===== src/rtl/saph_pixread_arb_pkg.sv =====
// Shared pixel/coordinate types for the framebuffer read path, plus the
// secondary round-robin pointer step.
package saph_defines;

    localparam int SAPH_COORD_W = 16;

    typedef logic [SAPH_COORD_W-1:0] saph_coord_t;
    typedef logic [31:0]             saph_pix_t;

    // Secondary indices run 1..nreq-1; index 0 (scanout) is never a pointer value.
    function automatic int rr_next(input int k, input int nreq);
        return (k >= nreq - 1) ? 1 : k + 1;
    endfunction

endpackage


===== src/rtl/saph_tag_fifo.sv =====
// In-order requester-ID FIFO. The popped tag is presented on dout one cycle
// after the pop, which lines it up with the registered response data.
module saph_tag_fifo #(
    parameter int W     = 1,
    parameter int DEPTH = 8
) (
    input  logic                     clk,
    input  logic                     rst_n,
    input  logic                     push,
    input  logic [W-1:0]             din,
    input  logic                     pop,
    output logic [W-1:0]             dout,
    output logic                     full,
    output logic                     empty,
    output logic [$clog2(DEPTH):0]   count
);
    localparam int AW = $clog2(DEPTH);
    localparam int CW = AW + 1;

    logic [W-1:0]  mem [DEPTH];
    logic [AW-1:0] wr_ptr_q, wr_ptr_d;
    logic [AW-1:0] rd_ptr_q, rd_ptr_d;
    logic [CW-1:0] count_q, count_d;
    logic [W-1:0]  dout_q, dout_d;
    logic          push_ok, pop_ok;

    assign full  = (count_q == CW'(DEPTH));
    assign empty = (count_q == '0);
    assign count = count_q;
    assign dout  = dout_q;

    // When full, a same-cycle pop frees the slot being written; the read
    // below sees the old entry because both sides are clocked.
    always_comb begin
        pop_ok   = pop && !empty;
        push_ok  = push && (!full || pop_ok);
        wr_ptr_d = push_ok ? wr_ptr_q + AW'(1) : wr_ptr_q;
        rd_ptr_d = pop_ok  ? rd_ptr_q + AW'(1) : rd_ptr_q;
        count_d  = count_q + CW'(push_ok) - CW'(pop_ok);
        dout_d   = pop_ok ? mem[rd_ptr_q] : dout_q;
    end

    always_ff @(posedge clk) begin
        if (push_ok) begin
            mem[wr_ptr_q] <= din;
        end
    end

    always_ff @(posedge clk or negedge rst_n) begin
        if (!rst_n) begin
            wr_ptr_q <= '0;
            rd_ptr_q <= '0;
            count_q  <= '0;
            dout_q   <= '0;
        end else begin
            wr_ptr_q <= wr_ptr_d;
            rd_ptr_q <= rd_ptr_d;
            count_q  <= count_d;
            dout_q   <= dout_d;
        end
    end

endmodule


===== src/rtl/saph_pixread_arb.sv =====
// Arbitrates one framebuffer pixel-read port between scanout (index 0, burst-
// limited priority) and round-robin secondary readers; routes responses by tag.
module saph_pixread_arb
    import saph_defines::*;
#(
    parameter int NREQ     = 2,
    parameter int XW       = SAPH_COORD_W,
    parameter int DEPTH    = 8,
    parameter int MAXBURST = 4
) (
    input  logic                 clk,
    input  logic                 rst_n,
    input  logic [NREQ-1:0]      req_trig,
    input  logic [NREQ*XW-1:0]   req_x,
    input  logic [NREQ*XW-1:0]   req_y,
    output logic [NREQ-1:0]      req_ready,
    output logic [NREQ-1:0]      req_valid,
    output logic [31:0]          req_res,
    output logic                 mem_trig,
    output logic [XW-1:0]        mem_x,
    output logic [XW-1:0]        mem_y,
    input  logic                 mem_ready,
    input  logic                 mem_valid,
    input  logic [31:0]          mem_res,
    output logic                 err_orphan
);
    localparam int TW = $clog2(NREQ);
    localparam int BW = $clog2(MAXBURST + 1);

    logic [XW-1:0]        x_arr [NREQ];
    logic [XW-1:0]        y_arr [NREQ];

    logic [TW-1:0]        rr_ptr_q, rr_ptr_d;
    logic [BW-1:0]        burst_q, burst_d;
    logic                 rsp_vld_q, rsp_vld_d;
    saph_pix_t            res_q, res_d;
    logic                 err_q, err_d;

    logic                 fifo_full, fifo_empty;
    logic [$clog2(DEPTH):0] fifo_count;
    logic [TW-1:0]        tag_q;

    logic                 sec_pend, rr_hit, starve, go, pop, can_push, orphan;
    logic [TW-1:0]        rr_win, win;

    genvar gi;
    generate
        for (gi = 0; gi < NREQ; gi++) begin : g_unpack
            assign x_arr[gi] = req_x[gi*XW +: XW];
            assign y_arr[gi] = req_y[gi*XW +: XW];
        end
    endgenerate

    always_comb begin
        sec_pend = |req_trig[NREQ-1:1];
        rr_hit   = 1'b0;
        rr_win   = '0;
        for (int i = 0; i < NREQ - 1; i++) begin
            if (!rr_hit && req_trig[((int'(rr_ptr_q) - 1 + i) % (NREQ - 1)) + 1]) begin
                rr_hit = 1'b1;
                rr_win = TW'(((int'(rr_ptr_q) - 1 + i) % (NREQ - 1)) + 1);
            end
        end

        pop      = mem_valid && !fifo_empty;
        can_push = !fifo_full || pop;
        go       = rst_n && mem_ready && can_push && (|req_trig);
        starve   = sec_pend && (burst_q == BW'(MAXBURST));
        // With go high and scanout not eligible, a secondary must be pending.
        win      = (req_trig[0] && !starve) ? '0 : rr_win;
        orphan   = mem_valid && (fifo_count == '0) && !go;

        if (!sec_pend || (go && win != '0)) begin
            burst_d = '0;
        end else if (go && burst_q != BW'(MAXBURST)) begin
            burst_d = burst_q + BW'(1);
        end else begin
            burst_d = burst_q;
        end

        rr_ptr_d  = (go && win != '0) ? TW'(rr_next(int'(win), NREQ)) : rr_ptr_q;
        rsp_vld_d = pop;
        res_d     = pop ? mem_res : res_q;
        err_d     = err_q | orphan;
    end

    assign req_ready  = go ? (NREQ'(1) << win) : '0;
    assign mem_trig   = go;
    assign mem_x      = x_arr[win];
    assign mem_y      = y_arr[win];
    assign req_valid  = rsp_vld_q ? (NREQ'(1) << tag_q) : '0;
    assign req_res    = res_q;
    assign err_orphan = err_q;

    saph_tag_fifo #(
        .W     (TW),
        .DEPTH (DEPTH)
    ) u_tags (
        .clk   (clk),
        .rst_n (rst_n),
        .push  (go),
        .din   (win),
        .pop   (pop),
        .dout  (tag_q),
        .full  (fifo_full),
        .empty (fifo_empty),
        .count (fifo_count)
    );

    always_ff @(posedge clk or negedge rst_n) begin
        if (!rst_n) begin
            rr_ptr_q  <= TW'(1);
            burst_q   <= '0;
            rsp_vld_q <= 1'b0;
            res_q     <= '0;
            err_q     <= 1'b0;
        end else begin
            rr_ptr_q  <= rr_ptr_d;
            burst_q   <= burst_d;
            rsp_vld_q <= rsp_vld_d;
            res_q     <= res_d;
            err_q     <= err_d;
        end
    end

endmodule


===== config.mk =====
export PLATFORM = sky130hd
export DESIGN_NAME = saph_pixread_arb
export DESIGN_NICKNAME = d
export VERILOG_FILES = /design/src/rtl/saph_pixread_arb_pkg.sv /design/src/rtl/saph_tag_fifo.sv /design/src/rtl/saph_pixread_arb.sv
export SDC_FILE = /design/constraint.sdc
export NUM_CORES = 1
export LEC_CHECK = 0
export CELL_PAD_IN_SITES_DETAIL_PLACEMENT = 1
export CELL_PAD_IN_SITES_GLOBAL_PLACEMENT = 2
export CORE_ASPECT_RATIO = 1.4
export CORE_MARGIN = 2
export CORE_UTILIZATION = 21
export DETAILED_ROUTE_END_ITERATION = 6
export PLACE_DENSITY = 0.88
export SLEW_MARGIN = 20
export SYNTH_ARGS = -nofsm -noshare
export SYNTH_HDL_FRONTEND = slang
export SYNTH_SLANG_ARGS = --single-unit

===== constraint.sdc =====
create_clock -name clk -period 4.2 [get_ports clk]
set_input_delay 0.84 -clock clk [delete_from_list [all_inputs] [get_ports clk]]
set_output_delay 0.84 -clock clk [all_outputs]
set_load 0.005 [all_outputs]

* Yosys cells after proc, flatten, opt, wreduce, memory -nomap -nowiden
Memory sizes are Yosys's and may differ from the RTL's. A register that Yosys moved wholly into a read port is not among the register bits.
Cells that the tools add are included.
** Word-level totals
- Bits of input ports :: 102
- Memories kept :: 1
- Bits in writable memories :: 8
- Logic and storage cells :: 59
- Output and inout bits :: 70
- Bits in registers :: 47
** Memories
- u_tags.mem :: depth 8, width 1, read ports 1, clocked after Yosys merged registers in 1, wr ports 1, line saph_tag_fifo.sv:20 : logic [W-1:0] mem [DEPTH];
** Operators by class
- Reduce and logical (&&, ||, !) cells :: 24
- $add $sub $neg :: 5
- Bitwise logic cells :: 2
- Shift operators :: 2
- Equality and inequality tests :: 3
- $lt $le $gt $ge :: 1
- Multiplexer cells :: 14
** Operators by type and width (number)
- $mux 16 :: 6
- $logic_and 1x1->1 :: 12
- $add 3x1->3 const B :: 3
- $logic_not 1->1 :: 6
- $mux 3 :: 2
- $add 4x1->4 :: 1
- $eq 4x4->1 const B :: 1
- $logic_not 4->1 :: 1
- $mux 1 :: 4
- $mux 2 :: 2
- $shl 1x1->2 const A :: 2
- $sub 4x1->4 :: 1
- $eq 3x3->1 const B :: 1
- $logic_or 1x1->1 :: 3
- $ne 3x3->1 const B :: 1
- $ge 2x2->1 const B :: 1
- $not 1->2 :: 1
- $reduce_bool 2->1 :: 1
- $reduce_or 2->1 :: 1
- $or 1x1->1 :: 1

* Depth between registers and ports, before layout
Gate-level depths: netlist (run 1).
- Word-level depth :: 9
- Gate-level depth with buffers :: 12
- Depth with buffers taken out :: 10

* Hierarchy
From an unflattened synthesis (run 1), not the netlist that was laid out.
** Unflattened totals
- Cells, all modules :: 216
- Area, all modules :: 2929.1 µm²
** Modules (own cells, without submodules)
- saph_pixread_arb :: times used 1, area an instance 1958.1 µm², seq. area each 925.9 µm², cells an instance 141
- saph_tag_fifo :: times used 1, area an instance 970.9 µm², seq. area each 515.5 µm², cells an instance 75

* Worst setup path after synthesis (run 1)
Ideal clock, no wire load.
- Kind :: input-to-reg
- Start :: in mem_valid
- End :: reg u_tags.count_q[2] (netlist: u_tags.count[2])
- Stages on the path :: 9
- Arrival time :: 2.362 ns
- Required time :: 4.077 ns
- Library setup time :: 0.123 ns
- Path slack :: 1.715 ns
- Buffers on the path :: 2
- Cells stage by stage :: a21bo_1 > buf_4 > inv_4 > buf_4 > ha_1 > inv_1 > ha_1 > fa_1 > xor2_1
** Between the ends
- Longest elaborated chain between the ends :: 7
- Elaborated cells on any way between the ends :: 9
- Classes of those cells :: add/sub: 2; reduce/logical: 7
** Ends and longest elaborated chain
- from (decl) :: line saph_pixread_arb.sv:23 : input logic mem_valid,
- $logic_and 1x1->1 * :: line saph_pixread_arb.sv:65 : pop = mem_valid && !fifo_empty;
- named net pop :: line saph_pixread_arb.sv:43 : logic sec_pend, rr_hit, starve, go, pop, can_push, orphan;
- $logic_or 1x1->1 :: line saph_pixread_arb.sv:66 : can_push = !fifo_full || pop;
- $logic_and 1x1->1 (2 in a row) :: line saph_pixread_arb.sv:67 : go = rst_n && mem_ready && can_push && (|req_trig);
- $logic_and 1x1->1 :: line saph_tag_fifo.sv:36 : push_ok = push && (!full || pop_ok);
- $add 4x1->4 :: line saph_tag_fifo.sv:39 : count_d = count_q + CW'(push_ok) - CW'(pop_ok);
- $sub 4x1->4 * :: line saph_tag_fifo.sv:39
- named net u_tags.count_d[2] :: line saph_tag_fifo.sv:23 : logic [CW-1:0] count_q, count_d;
- to (signal assigned) :: line saph_tag_fifo.sv:58 : count_q <= count_d;
- to (decl) :: line saph_tag_fifo.sv:23
Mark *: on every way through the listed nets, which the timed path passes. The rest lies on a longest branch.
A chain may end at the register's enable or synchronous reset.

* Worst setup path after layout (run 1)
- Start :: in req_trig[1]
- End :: out mem_x[11]
** Between the ends
- Longest elaborated chain between the ends :: 8
- Elaborated cells on any way between the ends :: 9
- Classes of those cells :: mux: 5; bitwise: 1; reduce/logical: 3
** Ends and longest elaborated chain
- from (decl) :: line saph_pixread_arb.sv:13 : input logic [NREQ-1:0] req_trig,
- $logic_and 1x1->1 :: line saph_pixread_arb.sv:68 : starve = sec_pend && (burst_q == BW'(MAXBURST));
- $logic_not 1->1 :: line saph_pixread_arb.sv:70 : win = (req_trig[0] && !starve) ? '0 : rr_win;
- $logic_and 1x1->1 :: line saph_pixread_arb.sv:70
- $mux 1 * :: line saph_pixread_arb.sv:70
- $not 1->2 (not written as such) * :: line saph_pixread_arb.sv:89 : assign mem_x = x_arr[win];
- $mux 16 (not written as such) * (3 in a row) :: line saph_pixread_arb.sv:89
- to (decl) :: line saph_pixread_arb.sv:20 : output logic [XW-1:0] mem_x,
Mark *: on every way between the ends. The rest lies on a longest branch, timed or not. The select of a mux whose other input is x is not followed.

==> results of run 1 <==
-- metrics by stage --
stage | cell area (sq um) | instances
2_1_floorplan | 2890 | 341
3_3_place_gp | 4750 | 681
3_5_place_dp | 4750 | 681
4_1_cts | 4880 | 689
5_1_grt | 4880 | 689
6_report | 4880 | 689
-- worst max-delay path: cells and delay by family --
| family | cells | cell delay [ps] |
|---|---|---|
| buffers and inverters | 3 | 1690 |
| and+or+nand+nor | 3 | 310 |
-- synth_stat cells, types with 4 or more instances --
master and instances:
nand2_1 204, buf_2 9, buf_4 4, edfxtp_1 8, dfrtp_1 48, nor2_1 4, inv_1 9, xnor2_1 4
ha_1 10
-- per-layer routing --
metal,share of wire,vias up,track usage
met5,0.00089,-,0
met2,0.53,132,0.238
met4,0.012,2,0.0277
met3,0.093,10,0.0401
li1,-,1388,-
met1,0.37,1319,0.128
-- placed cells by master (no fill, tap or decap), drive strengths merged --
cell type,synthesis,routed
fa,1,1
buf,16,4
a21oi,1,1
clkinv,0,1
a21bo,2,2
nor2b,2,2
nand2,206,206
and3,1,1
nor3,2,2
ha,10,10
and2,1,1
nor2,4,4
o21ai,1,1
nor4b,2,2
xor2,2,2
inv,12,12
dfrtp,48,48
o311ai,1,1
xnor2,4,4
clkbuf,0,7
o211ai,1,1
mux2i,1,1
nand4,1,1
a21o,1,1
nor4,1,1
a31o,2,2
nand3,2,2
clkdlybuf4s50,0,170
edfxtp,8,8
nand2b,2,2
a21boi,1,1
nor3b,2,2
mux4,2,2
o2111ai,1,1
-- state kept, by name, summed over array words and instances, names as in the netlist --
| register | count |
|---|---|
| req_res | 32 |
| u_tags.mem | 8 |
| u_tags.count | 4 |
| burst_q | 3 |
| u_tags.rd_ptr_q | 3 |
| u_tags.wr_ptr_q | 3 |
| err_orphan | 1 |
| rsp_vld_q | 1 |
| u_tags.dout | 1 |
-- final cells by class --
| cell class | instances | share of cell area |
|---|---|---|
| well taps | 182 | 0.0466 |
| inverters | 12 | 0.00974 |
| repair buffers | 174 | 0.354 |
| multi-input cells | 257 | 0.266 |
| clock buffers | 7 | 0.0272 |
| flip-flops and latches | 56 | 0.295 |
| clock inverters | 1 | 0.000769 |
-- how the worst max path moves through the flow --
| stage | cells past startpoint | endpoint | slack [ps] | start |
|---|---|---|---|---|
| 4_1_cts | 6 | mem_x[11] | 450 | req_trig[1] |
| 3_5_place_dp | 6 | mem_x[11] | 440 | req_trig[1] |
| 5_1_grt | 6 | mem_y[14] | 300 | req_trig[1] |
| 6_report | 6 | mem_x[11] | 510 | req_trig[1] |
| 2_1_floorplan | 9 | u_tags.count[2]$_DFF_PN0_ | 1710 | mem_valid |
| 3_3_place_gp | 7 | mem_x[11] | 530 | req_trig[0] |
-- power by group --
part / internal (mW) / leakage (nW) / switching, mW / total (mW)
registers: 0.691 / 0.658 / 0.119 / 0.810
clock network: 0.220 / 0.0655 / 0.178 / 0.398
logic: 0.436 / 1.54 / 0.305 / 0.742
total: 1.35 / 2.26 / 0.603 / 1.95
-- cell families after synthesis --
family | Yosys count | share of synthesized area
buffers and inverters | 28 | 0.0515
xor gates and xnor gates | 6 | 0.0182
DFF | 56 | 0.499
AOI/OAI and AO/OA | 11 | 0.0381
adders and majority gates | 11 | 0.0502
muxes | 3 | 0.0190
and+or+nand+nor | 226 | 0.324
==> flow_metrics.env, run 1 <==
export IMPL_diodes=0
export IMPL_ys_flop_type="dfrtp_1"
export IMPL_synth_seq_cells=56
export IMPL_port_buffers=171
export IMPL_detailed_place_hpwl_um=7080
export IMPL_finalMaxSlewViolations=0
export IMPL_area_growth_pct=68.9
export IMPL_max_clock_freq_mhz=271
export IMPL_timing_rr_end="u_tags.count[2]$_DFF_PN0_"
export IMPL_crit_chain="clkdlybuf4s50_1, nand2_4, inv_2, nand2_1, nand2_1, clkdlybuf4s50_1"
export IMPL_place_ws_ps=444
export IMPL_clkLatencyLatePin_ps=290
export IMPL_yosys_area_top_type_share=0.416
export IMPL_die_w_um=103
export IMPL_yosys_warnings=0
export IMPL_cts_sinks=56
export IMPL_reg2regPathDepth=9
export IMPL_crit_path_start_kind="input port"
export IMPL_wl_per_cell_um=13.1
export IMPL_finalSetupViolations=0
export IMPL_die_h_um=143
export IMPL_drive_above_1_share=0.0454
export IMPL_nets=619
export IMPL_skew_ps=4.39
export IMPL_setup_worst_path_end_class="output port"
export IMPL_synth_async_sr_flop_share=0.857
export IMPL_synth_edff_count=8
export IMPL_fin_crit_ps=3690
export IMPL_gp_congestion=0.709
export IMPL_drtIter0Drc=36
export IMPL_grt_pass1_vias=3160
export IMPL_maxCapViolCount=0
export IMPL_multi_input_area_sq_mm=0.00130
export IMPL_cts_buffers_inserted=5
export IMPL_route_detailed_drc=0
export IMPL_drt_pass1_iter_count=4
export IMPL_power_density_mw_per_mm2=399
export IMPL_drt_wl_total_um=9040
export IMPL_grt_max_degree=49
export IMPL_critical_path_arrival_ps=2850
export IMPL_synthDistinctLibCells=40
export IMPL_cts_setup_buffers=0
export IMPL_clk_pin_slew_ps=60
export IMPL_ir_drop_v=0.000151
export IMPL_h_tree_depth=2
export IMPL_reg2reg_slack_ps=1940
export IMPL_synth_area_leaders="dfrtp_1 42%, nand2_1 26%, edfxtp_1 8.3%, ha_1 4.3%, buf_2 1.6%"
export IMPL_critPathMaxStageDelay_ps=690
export IMPL_slowest_stage="clkdlybuf4s50_1"
export IMPL_worst_hold_startpoint="req_res[10]$_DFFE_PN0P_"
export IMPL_synthCells=341
export IMPL_slew_headroom=0.559
export IMPL_worstMarginPinSlew_ps=660
export IMPL_antenna_left=0
export IMPL_netlist_area_sq_mm=0.00289
export IMPL_grt_pass1_wl_um=14700
export IMPL_antenna_found_initial=1
export IMPL_cts_tree="built"
export IMPL_via_per_inst=4.14
export IMPL_hold_depth=2
export IMPL_vias=2851
export IMPL_syn_area_per_cell_sq_um=8.48
export IMPL_rsz0062_at_grt="no"
export IMPL_cp_data_required_time_ps=3360
export IMPL_critPathMaxFanout=42
export IMPL_grtUsageTotal=0.124
export IMPL_reg2reg_from="u_tags.count[2]$_DFF_PN0_"
export IMPL_period_share=0.879
export IMPL_fill_cells=1605
export IMPL_hold_path_class="flop to flop"
export IMPL_initial_core_util=0.216
export IMPL_cts_buffer_depth=2
export IMPL_syn_nets=454
export IMPL_leakagePower_nw=2.26
export IMPL_clk_root_buffer_cell="clkbuf_16"
export IMPL_final_seq_area_sq_mm=0.00144
export IMPL_post_cts_hold_buffer_count=0
export IMPL_fin_util=0.365
export IMPL_holdWs_ps=477
export IMPL_row_count=50
export IMPL_hold_viol=0
export IMPL_finalPower_mw=1.95
export IMPL_synth_area_leader_cell="dfrtp_1"
export IMPL_post_cts_resized=0
export IMPL_num_io_pins=172
export IMPL_hold_path_end="req_res[10]$_DFFE_PN0P_"
export IMPL_crit_type="input port to output port"
export IMPL_fin_setup_tns_ps=0
export IMPL_coreArea_sq_mm=0.0134
export IMPL_run_status="completed"
export IMPL_yosysSeqAreaShare=0.499
export IMPL_die_area_sq_mm=0.0147
export IMPL_grt_overflow=0
export IMPL_setup_slack_ps=509
Power figures use the tool's default switching activity.
==> run 2: changes to the inputs <==
- GPL_TIMING_DRIVEN: unset -> 0
==> run 2 against run 1 <==
Non-clock buffer count grew 12. Final area rose by 1.5%. Register-to-register slack got worse by 150 ps. Total power increased by 1.8%. Largest cell class unchanged. Largest power group unchanged. Critical endpoint is now mem_y[7]. Worst hold slack about the same. Sequential power fell by 2%.
==> flow_metrics.env, run 2 (same netlist as run 1, synthesis figures left out) <==
export IMPL_run_status="completed"
export IMPL_port_buffers=170
export IMPL_setup_worst_path_end_class="output port"
export IMPL_drtIter0Drc=85
export IMPL_final_common_cell="nand2_1"
export IMPL_cts_buffer_depth=2
export IMPL_ir_drop_v=0.000198
export IMPL_detailed_place_hpwl_um=7150
export IMPL_grt_pass1_wl_um=14200
export IMPL_post_cts_resized=0
export IMPL_leakagePower_nw=2.31
export IMPL_slew_headroom=0.574
export IMPL_grt_max_degree=50
export IMPL_rsz0062_at_grt="no"
export IMPL_cts_sinks=56
export IMPL_maxCapViolCount=0
export IMPL_cts_tree="built"
export IMPL_finalPower_mw=1.99
export IMPL_diodes=0
export IMPL_fin_util=0.370
export IMPL_hold_path_class="flop to flop"
export IMPL_post_cts_hold_buffer_count=0
export IMPL_row_count=50
export IMPL_nets=631
export IMPL_clk_root_buffer_cell="clkbuf_16"
export IMPL_critPathMaxStageDelay_ps=520
export IMPL_power_density_mw_per_mm2=401
export IMPL_via_per_inst=4.11
export IMPL_finalSetupViolations=0
export IMPL_cts_setup_buffers=0
export IMPL_grt_pass1_vias=3103
export IMPL_area_growth_pct=71.4
export IMPL_grtUsageTotal=0.120
export IMPL_clkLatencyLatePin_ps=290
export IMPL_fill_cells=1623
export IMPL_crit_path_start_kind="input port"
export IMPL_initial_core_util=0.216
export IMPL_drt_wl_total_um=8890
export IMPL_place_area_sq_mm=0.00482
export IMPL_finalMaxSlewViolations=0
export IMPL_crit_chain="clkdlybuf4s50_1, a21bo_2, nand2_4, inv_2, buf_2, nand2_1, nand2_1, clkdlybuf4s50_1"
export IMPL_stdcell_area_sq_mm=0.00495
export IMPL_h_tree_depth=2
export IMPL_dp_cells=693
export IMPL_critical_path_arrival_ps=2770
export IMPL_multi_input_area_sq_mm=0.00130
export IMPL_cp_data_required_time_ps=3360
export IMPL_crit_type="input port to output port"
export IMPL_cp_buffers_inverters=4
export IMPL_num_io_pins=172
export IMPL_die_h_um=143
export IMPL_max_clock_freq_mhz=277
export IMPL_largest_reg_flops=32
export IMPL_grt_overflow=0
export IMPL_cts_buffers_inserted=5
export IMPL_vias=2882
export IMPL_skew_ps=3.35
export IMPL_worstMarginPinSlew_ps=639
export IMPL_gp_congestion=0.693
export IMPL_wl_per_cell_um=12.7
export IMPL_finalNonFillerCells=701
export IMPL_critPathTopFamily="buffers and inverters"
export IMPL_holdWs_ps=477
export IMPL_antenna_found_initial=0
export IMPL_coreArea_sq_mm=0.0134
export IMPL_period_share=0.859
export IMPL_critPathMaxFanout=17
export IMPL_slowest_stage="clkdlybuf4s50_1"
export IMPL_route_detailed_drc=0
export IMPL_fin_crit_ps=3610
export IMPL_antenna_left=0
export IMPL_final_seq_area_sq_mm=0.00144
export IMPL_final_cell_mix="204 x nand2_1, 169 x clkdlybuf4s50_1, 48 x dfrtp_1, 10 x ha_1"
export IMPL_die_w_um=103
export IMPL_clk_pin_slew_ps=70
export IMPL_hold_viol=0
export IMPL_die_area_sq_mm=0.0147
export IMPL_drt_pass1_iter_count=3
export IMPL_drive_above_1_share=0.0694
-- run 2: cell count changes in the layout (fill, tap and decap cells not counted) --
| cell | delta |
|---|---|
| buf_1 | +1 |
| buf_4 | +2 |
| clkdlybuf4s50_1 | -1 |
| buf_6 | +2 |
| buf_2 | +8 |
| clkinv_2 | +1 |
| clkinv_1 | -1 |
-- run 2: worst reg2reg max path: cells and delay by family, from the launching register on --
| kind | cells | cell delay (ps) |
|---|---|---|
| AOI/OAI and AO/OA | 1 | 130 |
| xor gates and xnor gates | 1 | 170 |
| adders and majority gates | 4 | 1070 |
| buffers and inverters | 5 | 570 |
| DFF | 1 | 370 |
-- run 2: path summary, 6_finish.rpt --
kind / cells after the start / to / startpoint / slack, ps
setup reg to reg: 11 / u_tags.count[2]$_DFF_PN0_ / u_tags.count[2]$_DFF_PN0_ / 1790
min in group asynchronous: 1 / req_res[10]$_DFFE_PN0P_ / rst_n / 580
hold reg to reg: 2 / req_res[25]$_DFFE_PN0P_ / req_res[25]$_DFFE_PN0P_ / 480
hold / removal: 2 / req_res[25]$_DFFE_PN0P_ / req_res[25]$_DFFE_PN0P_ / 480
max in group asynchronous: 1 / req_res[30]$_DFFE_PN0P_ / rst_n / 3200
setup / recovery: 8 / mem_y[7] / req_trig[0] / 590
-- run 2: metal layers --
metal	global-route usage	routed length, um
met4	0.0319	144
met2	0.225	4560
met3	0.0367	802
met5	0	0
met1	0.127	3390
-- run 2: final cells by class --
cell class                      count  share of cell area
Buffer                             16              0.0205
Clock buffer                        7              0.0268
Timing Repair Buffer              170               0.343
Sequential cell                    56               0.291
Multi-Input combinational cell    257               0.262
Tap cell                          182              0.0460
Clock inverter                      1             0.00101
Inverter                           12             0.00960
-- run 2: report_power, final --
group          switching, mW  leakage (nW)  internal (mW)
Combinational          0.328          1.59          0.453
Clock                  0.186        0.0679          0.221
Sequential             0.107         0.658          0.690
-- run 2: per-stage QoR --
| stage | worst slack [ps] | TNS [ps] |
|---|---|---|
| 6_report | 593 | 0 |
| 5_1_grt | 425 | 0 |
| 4_1_cts | 550 | 0 |
| 3_5_place_dp | 556 | 0 |
| 3_3_place_gp | -928 | -3280 |
| 2_1_floorplan | 1710 | 0 |
